[src/rtl/seq_detect_scheduler.sv]
// Round-robin scheduler sharing one PAT_W-bit history matcher across NUM_CH serial channels.
// Define SEQDET_MATCH_CNT_EN to build per-channel 16-bit saturating match counters.
module seq_detect_scheduler #(
  parameter int               NUM_CH      = 4,
  parameter int               PAT_W       = 8,
  parameter logic             TAIL_BIT    = 1'b1,
  parameter logic [PAT_W-1:0] RST_PATTERN = 8'hAA,
  parameter int               CH_W        = (NUM_CH > 1) ? $clog2(NUM_CH) : 1
) (
  input  logic              clk,
  input  logic              rst,
  input  logic              enable,
  input  logic              clear,
  input  logic [PAT_W-1:0]  cfg_pattern,
  input  logic [NUM_CH-1:0] ch_valid,
  input  logic [NUM_CH-1:0] ch_bit,
  output logic [NUM_CH-1:0] ch_ready,
  output logic              match_valid,
  output logic [CH_W-1:0]   match_ch,
  output logic              busy,
  input  logic [CH_W-1:0]   cnt_sel,
  output logic [15:0]       cnt_val
);

  typedef enum logic [1:0] {IDLE, RUN, FLUSH} state_t;

  state_t           state_q, state_d;
  logic [CH_W-1:0]  rr_ptr_q, rr_ptr_d;
  logic [CH_W-1:0]  flush_idx_q, flush_idx_d;
  logic [PAT_W-1:0] pattern_q, pattern_d;
  logic [PAT_W-1:0] hist_q [NUM_CH];
  logic [PAT_W-1:0] hist_d [NUM_CH];
  logic             match_valid_q, match_valid_d;
  logic [CH_W-1:0]  match_ch_q, match_ch_d;

  logic             grant_found;
  logic [CH_W-1:0]  grant_idx;
  logic [CH_W-1:0]  cand;
  logic             run_go;

  // Scan downward so the closest valid channel at/after rr_ptr wins last.
  always_comb begin
    grant_found = 1'b0;
    grant_idx   = '0;
    cand        = '0;
    for (int k = NUM_CH - 1; k >= 0; k--) begin
      cand = CH_W'((int'(rr_ptr_q) + k) % NUM_CH);
      if (ch_valid[cand]) begin
        grant_found = 1'b1;
        grant_idx   = cand;
      end
    end
  end

  assign run_go = (state_q == RUN) && enable && !clear;

  always_comb begin
    ch_ready = '0;
    if (run_go && grant_found) begin
      ch_ready[grant_idx] = 1'b1;
    end
  end

  always_comb begin
    state_d       = state_q;
    rr_ptr_d      = rr_ptr_q;
    flush_idx_d   = flush_idx_q;
    pattern_d     = pattern_q;
    hist_d        = hist_q;
    match_valid_d = 1'b0;
    match_ch_d    = match_ch_q;
    case (state_q)
      IDLE: begin
        pattern_d = cfg_pattern;
        if (clear) begin
          state_d     = FLUSH;
          flush_idx_d = '0;
        end else if (enable) begin
          state_d = RUN;
        end
      end
      RUN: begin
        if (clear) begin
          state_d     = FLUSH;
          flush_idx_d = '0;
        end else if (!enable) begin
          state_d = IDLE;
        end else if (grant_found) begin
          match_valid_d = (hist_q[grant_idx] == pattern_q) && (ch_bit[grant_idx] == TAIL_BIT);
          if (match_valid_d) begin
            match_ch_d = grant_idx;
          end
          hist_d[grant_idx] = {hist_q[grant_idx][PAT_W-2:0], ch_bit[grant_idx]};
          rr_ptr_d = (grant_idx == CH_W'(NUM_CH - 1)) ? '0 : grant_idx + 1'b1;
        end
      end
      FLUSH: begin
        hist_d[flush_idx_q] = '0;
        rr_ptr_d            = '0;
        if (flush_idx_q == CH_W'(NUM_CH - 1)) begin
          flush_idx_d = '0;
          state_d     = enable ? RUN : IDLE;
        end else begin
          flush_idx_d = flush_idx_q + 1'b1;
        end
      end
      default: state_d = IDLE;
    endcase
  end

  always_ff @(posedge clk or posedge rst) begin
    if (rst) begin
      state_q       <= IDLE;
      rr_ptr_q      <= '0;
      flush_idx_q   <= '0;
      pattern_q     <= RST_PATTERN;
      match_valid_q <= 1'b0;
      match_ch_q    <= '0;
      for (int i = 0; i < NUM_CH; i++) begin
        hist_q[i] <= '0;
      end
    end else begin
      state_q       <= state_d;
      rr_ptr_q      <= rr_ptr_d;
      flush_idx_q   <= flush_idx_d;
      pattern_q     <= pattern_d;
      match_valid_q <= match_valid_d;
      match_ch_q    <= match_ch_d;
      hist_q        <= hist_d;
    end
  end

  assign match_valid = match_valid_q;
  assign match_ch    = match_ch_q;
  assign busy        = (state_q == FLUSH);

`ifdef SEQDET_MATCH_CNT_EN
  logic [15:0] cnt_q [NUM_CH];
  logic [15:0] cnt_d [NUM_CH];

  always_comb begin
    cnt_d = cnt_q;
    if (match_valid_d && (cnt_q[grant_idx] != 16'hFFFF)) begin
      cnt_d[grant_idx] = cnt_q[grant_idx] + 16'd1;
    end
    if (state_q == FLUSH) begin
      cnt_d[flush_idx_q] = '0;
    end
  end

  always_ff @(posedge clk or posedge rst) begin
    if (rst) begin
      for (int i = 0; i < NUM_CH; i++) begin
        cnt_q[i] <= '0;
      end
    end else begin
      cnt_q <= cnt_d;
    end
  end

  assign cnt_val = (int'(cnt_sel) < NUM_CH) ? cnt_q[cnt_sel] : 16'h0000;
`else
  logic unused_cnt_sel;
  assign unused_cnt_sel = ^cnt_sel;
  assign cnt_val        = 16'h0000;
`endif

endmodule
[config.mk]
export PLATFORM = sky130hd
export DESIGN_NAME = seq_detect_scheduler
export DESIGN_NICKNAME = d
export VERILOG_FILES = /design/src/rtl/seq_detect_scheduler.sv
export SDC_FILE = /design/constraint.sdc
export NUM_CORES = 1
export LEC_CHECK = 0
export ABC_AREA = 1
export ABC_CLOCK_PERIOD_IN_PS = 5900
export CORE_MARGIN = 3
export CORE_UTILIZATION = 50
export CTS_BUF_LIST = sky130_fd_sc_hd__clkbuf_4
export CTS_CLUSTER_DIAMETER = 80
export DETAILED_ROUTE_END_ITERATION = 6
export PLACE_DENSITY = 0.87
export SLEW_MARGIN = 20
export SYNTH_ARGS = -nofsm -noshare
export SYNTH_HDL_FRONTEND = slang
export SYNTH_SLANG_ARGS = --single-unit
[constraint.sdc]
create_clock -name clk -period 5.9 [get_ports clk]
set_input_delay 1.475 -clock clk [delete_from_list [all_inputs] [get_ports clk]]
set_output_delay 1.475 -clock clk [all_outputs]
set_load 0.05 [all_outputs]
# Yosys cells after proc, flatten, opt, wreduce, memory -nomap -nowiden

Index checks and enable logic that the tools add are counted.

Bits in latches: 0
Flip-flop bits (word level): 49
Memories kept: 0
Logic and storage cells: 110
Output and inout port bits: 24
Memory bits (writable): 0
ROM bits: 0

Reduce and logical (&&, ||, !) cells: 16
Multiplexer cells: 52
$mul: 0
Bitwise operators: 5
$lt $le $gt $ge: 10
Add/subtract/negate cells: 5
Shift operators: 0
Equal/unequal tests: 12
Divide/modulo/power cells: 0

Operator list:

| cell                                                        | number |
|---|---|
| two-way mux 32 bit                                          | 3 |
| one-hot mux 32 bit (2 select lines)                         | 1 |
| AND 32 bit                                                  | 1 |
| bitwise mux 32 bit                                          | 1 |
| demux 8 bit (select 2 bit)                                  | 2 |
| two-way mux 8 bit                                           | 4 |
| NOT 32 bit                                                  | 1 |
| two-way mux 2 bit                                           | 15 |
| binary-select mux 8 bit (select 2 bit)                      | 1 |
| less-than comparator 2 x 3 -> 1 bit (second input constant) | 5 |
| two-way mux 1 bit                                           | 15 |
| binary-select mux 1 bit (select 2 bit)                      | 5 |
| == test 8 bit                                               | 1 |
| one-hot mux 2 bit (2 select lines)                          | 2 |
| logical AND 1 bit                                           | 7 |
| adder 2 x 1 -> 2 bit (second input constant)                | 3 |
| == test 2 bit (second input constant)                       | 3 |
| >= comparator 3 bit (second input constant)                 | 2 |
| less-than comparator 3 x 1 -> 1 bit (second input constant) | 2 |
| != test 2 bit (second input constant)                       | 3 |
| != test 3 bit (second input constant)                       | 2 |
| NOT 2 -> 3 bit                                              | 2 |
| one-hot mux 2 bit (3 select lines)                          | 1 |
| AND reduction 5 bit                                         | 1 |
| 14 further kinds                                            | 17 |

# Logic depth before layout (Yosys ltp)

Word-level depth: 17
Mapped depth: 19

# Worst setup path before layout

OpenSTA, ideal clock, no wires.

Kind: in2out
Start: input ch_valid[1]
End: output ch_ready[1]
Data required time: 4.425 ns
Arrival: 3.043 ns
Slack: 1.382 ns
Stages: 13
Path buffers: 2
Cells stage by stage: inv_1 -> nand2_1 -> nand3_1 -> nand2_1 -> inv_1 -> nand2_2 -> nand2_4 -> nand2_4 -> buf_6 -> ha_1 -> nand2_1 -> clkbuf_1 -> inv_1

Longest elaborated chain between the ends: 11
Elaborated cells between the ends (all ways): 23

Ends and longest elaborated chain:

| what                                                                                                             | RTL line | RTL |
|---|---|---|
| from (decl)                                                                                                      | 15       | `input logic [NUM_CH-1:0] ch_valid,` |
| binary-select mux 1 bit (select 2 bit)                                                                           | 48       | `if (ch_valid[cand]) begin` |
| two-way mux 1 bit (implied by the code)                                                                          | 48       |  |
| two-way mux 2 bit (3 in series)                                                                                  | 48       |  |
| two-way mux 2 bit (*)                                                                                            | 48       |  |
| via grant_idx[0]                                                                                                 | 37       | `logic [CH_W-1:0] grant_idx;` |
| less-than comparator 2 x 3 -> 1 bit (implied by the code) / >= comparator 2 x 1 -> 1 bit (equally long branches) | 60       | `ch_ready[grant_idx] = 1'b1;` |
| logical AND 1 bit (implied by the code)                                                                          | 60       |  |
| two-way mux 1 bit (implied by the code)                                                                          | 60       |  |
| demux 1 bit (select 2 bit) (*)                                                                                   | 60       |  |
| two-way mux 4 bit (*)                                                                                            | 59       | `if (run_go && grant_found) begin` |
| to (decl)                                                                                                        | 17       | `output logic [NUM_CH-1:0] ch_ready,` |

The timed path passes the listed nets; every way through them passes the cells marked *. The select of a mux whose other input is x is not followed.

# Final worst setup path

Start: input ch_valid[1]
End: output ch_ready[1]

Longest elaborated chain between the ends: 11
Elaborated cells between the ends (all ways): 23

Ends and longest elaborated chain:

| what                                                                                                             | RTL line |
|---|---|
| binary-select mux 1 bit (select 2 bit)                                                                           | 48 |
| two-way mux 1 bit (implied by the code)                                                                          | 48 |
| two-way mux 2 bit (4 in series)                                                                                  | 48 |
| less-than comparator 2 x 3 -> 1 bit (implied by the code) / >= comparator 2 x 1 -> 1 bit (equally long branches) | 60 |
| logical AND 1 bit (implied by the code)                                                                          | 60 |
| two-way mux 1 bit (implied by the code)                                                                          | 60 |
| demux 1 bit (select 2 bit)                                                                                       | 60 |
| two-way mux 4 bit (*)                                                                                            | 59 |

Mark *: on every way between the ends. The rest lies on a longest branch, timed or not. The select of a mux whose other input is x is not followed.

==> impl_metrics.json <==
{
  "status": "finished clean",
  "post_cts_buffers": 0,
  "clockRootBuffer": "clkbuf_4",
  "core-area_sq_um": 5710,
  "multi_input_area_sq_um": 1500,
  "synth_largest_area_cell": "dfrtp_1",
  "nFillCells": 517,
  "cts_made_buffers": 5,
  "cts-resized-gates": 0,
  "dieHeight_um": 84.0,
  "fin_crit_sh": 0.887,
  "yosysWarningCount": 0,
  "p_int_mw": 0.691,
  "cpPeakStageDelay_ns": 0.45,
  "cap_violations": 0,
  "io_pins": 46,
  "swShare": 0.508,
  "cp.arrival_ns": 3.76,
  "critPathMaxFanout": 24,
  "use_met1": 0.291,
  "min_period_ns": 5.24,
  "ys_types": 32,
  "slew_headroom": 0.363,
  "startpoint_type": "primary input",
  "grt_pass1_vias": 2683,
  "synth_ff_type": "dfrtp_1",
  "r2r_cells": 18,
  "vdd_drop_max_uv": 257,
  "mappedNetlistArea_sq_um": 3050,
  "syn_area_per_cell_sq_um": 7.77,
  "finalWeightedCongestion": 0.899,
  "wl_per_cell_um": 15.3,
  "fp.dieW_um": 84.0,
  "synth_area_leaders": "dfrtp_1, nand2_1, nand3_1",
  "grt_use_met2": 0.362,
  "crit_path_end": "ch_ready[1]",
  "synth-seq-area-share": 0.404,
  "netlist.area_leader.share": 0.370,
  "antennaDiodeCount": 0,
  "whs_ns": 0.526,
  "clock-sinks": 49,
  "endpoint_kind": "output port",
  "fin_ws_ns": 0.665,
  "grt_busiest_layer": "met2",
  "vias": 2722,
  "dieArea_sq_um": 7060,
  "path_class": "in2out",
  "ctsHtreeMaxLevel": 2,
  "fin_nets": 447,
  "worstMarginPinSlew_ns": 0.952,
  "drt-initial-drc-count": 306,
  "power_density_nw_per_um2": 421,
  "fin_skew_ns": 0.0107,
  "clkPwrFrac": 0.116,
  "insertion_delay_ns": 0.38,
  "antenna_found_initial": 0,
  "clk_pin_slew_worst_paths_ns": 0.14,
  "regToRegStartpoint": "rr_ptr_q[0]",
  "finalSetupViolCount": 0,
  "p_comb_frac": 0.537,
  "async_flop_share": 1.00,
  "ys_ff_latch": 49,
  "synth_edf_count": 0,
  "clock.fmax_mhz": 191,
  "layout.area.seq_sq_um": 1230,
  "row_count": 27,
  "wl_um": 7500,
  "place_ws_ns": 0.702,
  "crit_required_ns": 4.43,
  "clockBufferDepth": 2,
  "synthToLayoutAreaGrowth_pct": 9.78,
  "grt.met3_usage": 0.0533,
  "r2r_end": "match_ch[1]",
  "crit_start": "ch_valid[1]",
  "setup-tns-final_ns": 0,
  "ant_nets": 0,
  "drive_gt1_frac": 0.124,
  "r2r_slack_ns": 2.89,
  "port-buffer-count": 27,
  "grt-ovfl-total": 0,
  "grt_setup_unrepaired": "false",
  "initial_core_util": 0.533,
  "vias_per_cell": 5.56,
  "grt_max_degree": 50,
  "hp-class": "reg2reg",
  "maxSlewViolCount": 0,
  "switchingPower_mw": 0.715,
  "syn_inst": 392,
  "instances_no_fill": 490,
  "grt_pass1_wl_um": 12800,
  "cts_tree": "yes",
  "cp_slowest_cell": "clkdlybuf4s50_1",
  "firstDrtPassIters": 5,
  "finalHoldViolations": 0,
  "seq_power_share": 0.347,
  "leakage_nw": 1.66,
  "remaining_drc_errors": 0,
  "grt.total_usage": 0.224,
  "dp_cells": 482,
  "cts_hold_buf": 0,
  "dp_hpwl_um": 5450,
  "crit_chain": "clkdlybuf4s50_1 -> inv_1 -> nand2_1 -> nand3_1 -> nand2_2 -> nand3_2 -> nand2_2 -> nand2_4 -> nand2_4 -> ha_1 -> nand2_1 -> inv_1 -> buf_4"
}
cell type report:
| cell class | count | area share |
|---|---|---|
| multi-input cells | 285 | 0.448 |
| flip-flops and latches | 49 | 0.368 |
| repair buffers | 30 | 0.0883 |
| inverters | 46 | 0.0520 |
| well taps | 72 | 0.0269 |
| clock buffers | 7 | 0.0157 |
| clock inverters | 1 | 0.00112 |
cell families (layout without fill, tap and decap cells):
group,count (synthesis),after routing,synth area share
AO/OA/AOI/OAI,69,69,0.128
XOR/XNOR,1,1,0.00288
adder cells (fa/ha/maj),8,8,0.0329
buffers and inverters,73,84,0.123
flip-flops,49,49,0.404
other,1,16,0.00123
AND/OR/NAND/NOR,191,191,0.308
synthesized netlist by cell type, types with 5 or more instances:
cell type	count
nand3_2	11
nand2_2	13
clkbuf_1	5
o31ai_1	7
dfrtp_1	45
nand3_1	56
inv_1	45
buf_4	18
ha_1	8
nand2_1	87
o21ai_0	50
nor2_1	15
flip-flops by register name, indices dropped and copies added (netlist names):
signal,flops
flush_idx_q,2
hist_q,32
match_ch,2
match_valid,1
pattern_q,8
rr_ptr_q,2
state_q,2
worst max-delay path: cells and delay by family:
| kind | cells | cell delay [ns] |
|---|---|---|
| AND/OR/NAND/NOR | 8 | 1.20 |
| buffers and inverters | 4 | 0.83 |
| adder cells (fa/ha/maj) | 1 | 0.23 |
how the worst min path moves through the flow:
| stage | cells past startpoint | end | slack [ns] | from |
|---|---|---|---|---|
| floorplan | 2 | hist_q[7] | 0.47 | hist_q[7] |
| global placement | 2 | hist_q[2] | 0.49 | hist_q[2] |
| detailed placement | 2 | hist_q[2] | 0.50 | hist_q[2] |
| CTS | 2 | pattern_q[3] | 0.53 | pattern_q[3] |
| global route | 1 | hist_q[24] | 0.57 | hist_q[24] |
| finish | 2 | pattern_q[3] | 0.53 | pattern_q[3] |
cells in the final DEF (no fill, tap or decap), drive strengths merged:
master	synthesis	final
nand2	102	102
nand3	68	68
o21ai	53	53
dfrtp	45	45
inv	46	45
clkdlybuf4s50	0	23
nor2	19	19
conb	1	16
ha	8	8
o31ai	7	7
clkbuf	6	7
buf	21	7
dfstp	4	4
o21bai	2	2
a32o	2	2
a21oi	2	2
clkinv	0	2
nand4	1	1
xnor2	1	1
nor4	1	1
o2111ai	1	1
o22ai	1	1
o32ai	1	1
power by group through the flow:
stage	Combinational (mW)	Clock [mW]	Sequential [mW]
finish	0.755	0.163	0.488
global route	0.842	0.181	0.499
CTS	0.737	0.162	0.485
detailed placement	0.734	0	0.492
global placement	0.707	0	0.485
floorplan	0.572	0	0.479
metal layers:
metal	part of all wire	vias to the layer above
met1	0.42	1262
met3	0.072	21
met4	0.026	0
met2	0.48	134
met5	0	-
li1	-	1305
metrics by stage:
step / total power, mW / area (sq um) / util
after floorplan: 1.05 / 3100 / -
after global placement: 1.19 / 3290 / 0.575
after detailed placement: 1.23 / 3290 / 0.575
after CTS: 1.38 / 3340 / 0.585
after global routing: 1.52 / 3340 / 0.586
final: 1.41 / 3340 / 0.586
No activity file was read; power rests on OpenSTA's default activity.
==> edit (same flow settings) <==
Build with the macro `SEQDET_MATCH_CNT_EN` defined.
--- a/src/rtl/seq_detect_scheduler.sv
+++ b/src/rtl/seq_detect_scheduler.sv
@@ -1,4 +1,6 @@
 // Round-robin scheduler sharing one PAT_W-bit history matcher across NUM_CH serial channels.
 // Define SEQDET_MATCH_CNT_EN to build per-channel 16-bit saturating match counters.
+`define SEQDET_MATCH_CNT_EN
+
 module seq_detect_scheduler #(
   parameter int               NUM_CH      = 4,
Formal check against the unedited RTL: not equivalent (Yosys sat finds a counterexample within 4 cycles, from zero or initial values and one cycle with rst high).
==> edit against the original RTL <==
  * Cell area grew to 2.5 times the old value
  * Worst setup slack lost 0.13 ns
  * Sequential cell count grew 64
  * Synthesized cell count grew to 2.9 times the old value
  * Synthesized area grew 150%
  * Largest power group unchanged
  * Clock skew grew 0.019 ns
  * Register-to-register slack lost 1.3 ns
  * Non-clock buffer count grew 31
  * Routed wire length grew to 2.7 times the old value
  * Total power grew 120%
==> edit: results (changes against the original RTL) <==
| Result | Value | Delta |
|---|---|---|
| R2R Path Start | rr_ptr_q[0] | unchanged |
| Number of nets with antenna violations after detailed routing | 0 | unchanged |
| First DRT Iteration DRCs | 851 | was 306 |
| Routed Wire Length | 20.4 mm | was 7.50 mm |
| Static Leak | 0.00468 uW | was 0.00166 uW |
| Number of resized instances in the post-cts repair step | 0 | unchanged |
| Top Registers | cnt_q x64, hist_q x32, pattern_q x8 | was hist_q x32, pattern_q x8 |
| Via count of the first global-routing pass | 7,038 | was 2,683 |
| Worst vdd ir | 0.276 mV | was 0.257 mV |
| Total number of vias | 7,662 | was 2,722 |
| Share of synthesized area occupied by flip-flops and latches | 37.5% | was 40.4% |
| Endpoint, Worst Hold | hist_q[22] | was pattern_q[3] |
| Path depth of the worst reg2reg path | 21 | was 18 |
| Multiplexer share of the synthesized area | 0.298% | was 0% |
| H-tree Lvls | 4 | was 2 |
| Wirelength per Cell | 14.9 um | was 15.3 um |
| Beginning of the worst hold path | hist_q[22] | was pattern_q[3] |
| Worst reg2reg setup slack | 1.62 ns | was 2.89 ns |
| Complex-gate fraction of the synthesized area | 10.3% | was 12.8% |
| Critical path destination | ch_ready[3] | was ch_ready[1] |
| Endpoint of the worst-slack reg-to-reg timing path | cnt_q[45] | was match_ch[1] |
| Outcome | complete, no violations | unchanged |
| Total global-route track usage | 25.6% | was 22.4% |
| Critical path data arrival time | 3.89 ns | was 3.76 ns |
| Buffers added on ports | 45 | was 27 |
| Actual transition at the worst max-transition pin | 1.03 ns | was 0.952 ns |
| DRT Pass-1 Iters | 7 | was 5 |
| Placer congestion estimate | 0.941 | was 0.899 |
| Worst clock skew | 0.0297 ns | was 0.0107 ns |
| DP HPWL | 13.6 mm | was 5.45 mm |
| Most used standard cells in the synthesized netlist | nand2_1 (358), inv_1 (157), nor2_1 (146) | was nand2_1 (87), nand3_1 (56), o21ai_0 (50) |
| Adder and majority cell fraction of the synthesized area | 1.16% | was 3.29% |
| Fraction of layout cells with a size suffix above 1 | 8.27% | was 12.4% |
| Synthesized netlist cell count | 1,145 | was 392 |
| Global-route wire length before repair | 33.9 mm | was 12.8 mm |
| Xor/xnor cell area share of the yosys netlist | 0.580% | was 0.288% |
| Total clock buffers created by CTS | 17 | was 5 |
| Number of unique standard cell types used by synthesis | 39 | was 32 |
| Largest cells by area after synthesis | dfrtp_1 (36%), nand2_1 (18%), inv_1 (7.8%) | was dfrtp_1 (37%), nand2_1 (11%), nand3_1 (9.2%) |
| Cell count after placement | 1,337 | was 482 |
| Clk_lat worst skew | 0.58 ns | was 0.38 ns |
| Clk pin slew, worst setup/hold paths | 0.11 ns | was 0.14 ns |
| Largest net degree at the start of global routing | 85 | was 50 |
| Maximum fanout along the worst path | 19 | was 24 |
edit: changes by cell type in the layout (fill, tap and decap cells not counted), sizes merged, moves of 29 or more:
cell / unedited run / this run
a21oi: 2 / 55
buf: 7 / 36
dfrtp: 45 / 109
inv: 45 / 159
nand2: 102 / 363
nand3: 68 / 121
nor2: 19 / 149
edit: worst max-delay path, delay by kind of cell:
family / cells / cell delay [ns]
adders and majority gates: 1 / 0.22
buffers and inverters: 5 / 1.14
and+or+nand+nor: 8 / 1.05
edit: metrics by stage:
step / utilization, % / worst slack [ns] / hold slack, ns / instance area [sq um]
floorplan: - / 0.880 / 0.473 / 7560
global placement: 56.2 / 0.606 / 0.492 / 8220
detailed placement: 56.2 / 0.483 / 0.501 / 8220
CTS: 57.9 / 0.564 / 0.520 / 8480
global route: 58.0 / 0.335 / 0.536 / 8490
finish: 58.0 / 0.539 / 0.522 / 8490
edit: metal layers:
| metal | GRT usage (%) | part of all wire [%] | up-vias |
|---|---|---|---|
| met3 | 6.23 | 9.1 | 71 |
| met1 | 33.0 | 41 | 3514 |
| met4 | 10.8 | 3.4 | 0 |
| li1 | - | - | 3671 |
| met2 | 41.1 | 47 | 406 |
| met5 | 0 | 0 | - |
edit: final cells by class:
| class | count | area, sq um |
|---|---|---|
| clock buffers | 22 | 165 |
| clock inverters | 10 | 95.1 |
| fillers | 1342 | 6160 |
| inverters | 160 | 606 |
| multi-input cells | 819 | 3800 |
| flip-flops and latches | 113 | 2830 |
| well taps | 184 | 230 |
| repair buffers | 61 | 758 |
edit: power breakdown:
group          leakage, uW  internal [uW]  total, uW  switching, uW
Combinational      0.00298            450       1530           1080
Sequential         0.00155            874        934           59.3
Clock             0.000151            266        570            304
Total              0.00468           1590       3030           1440
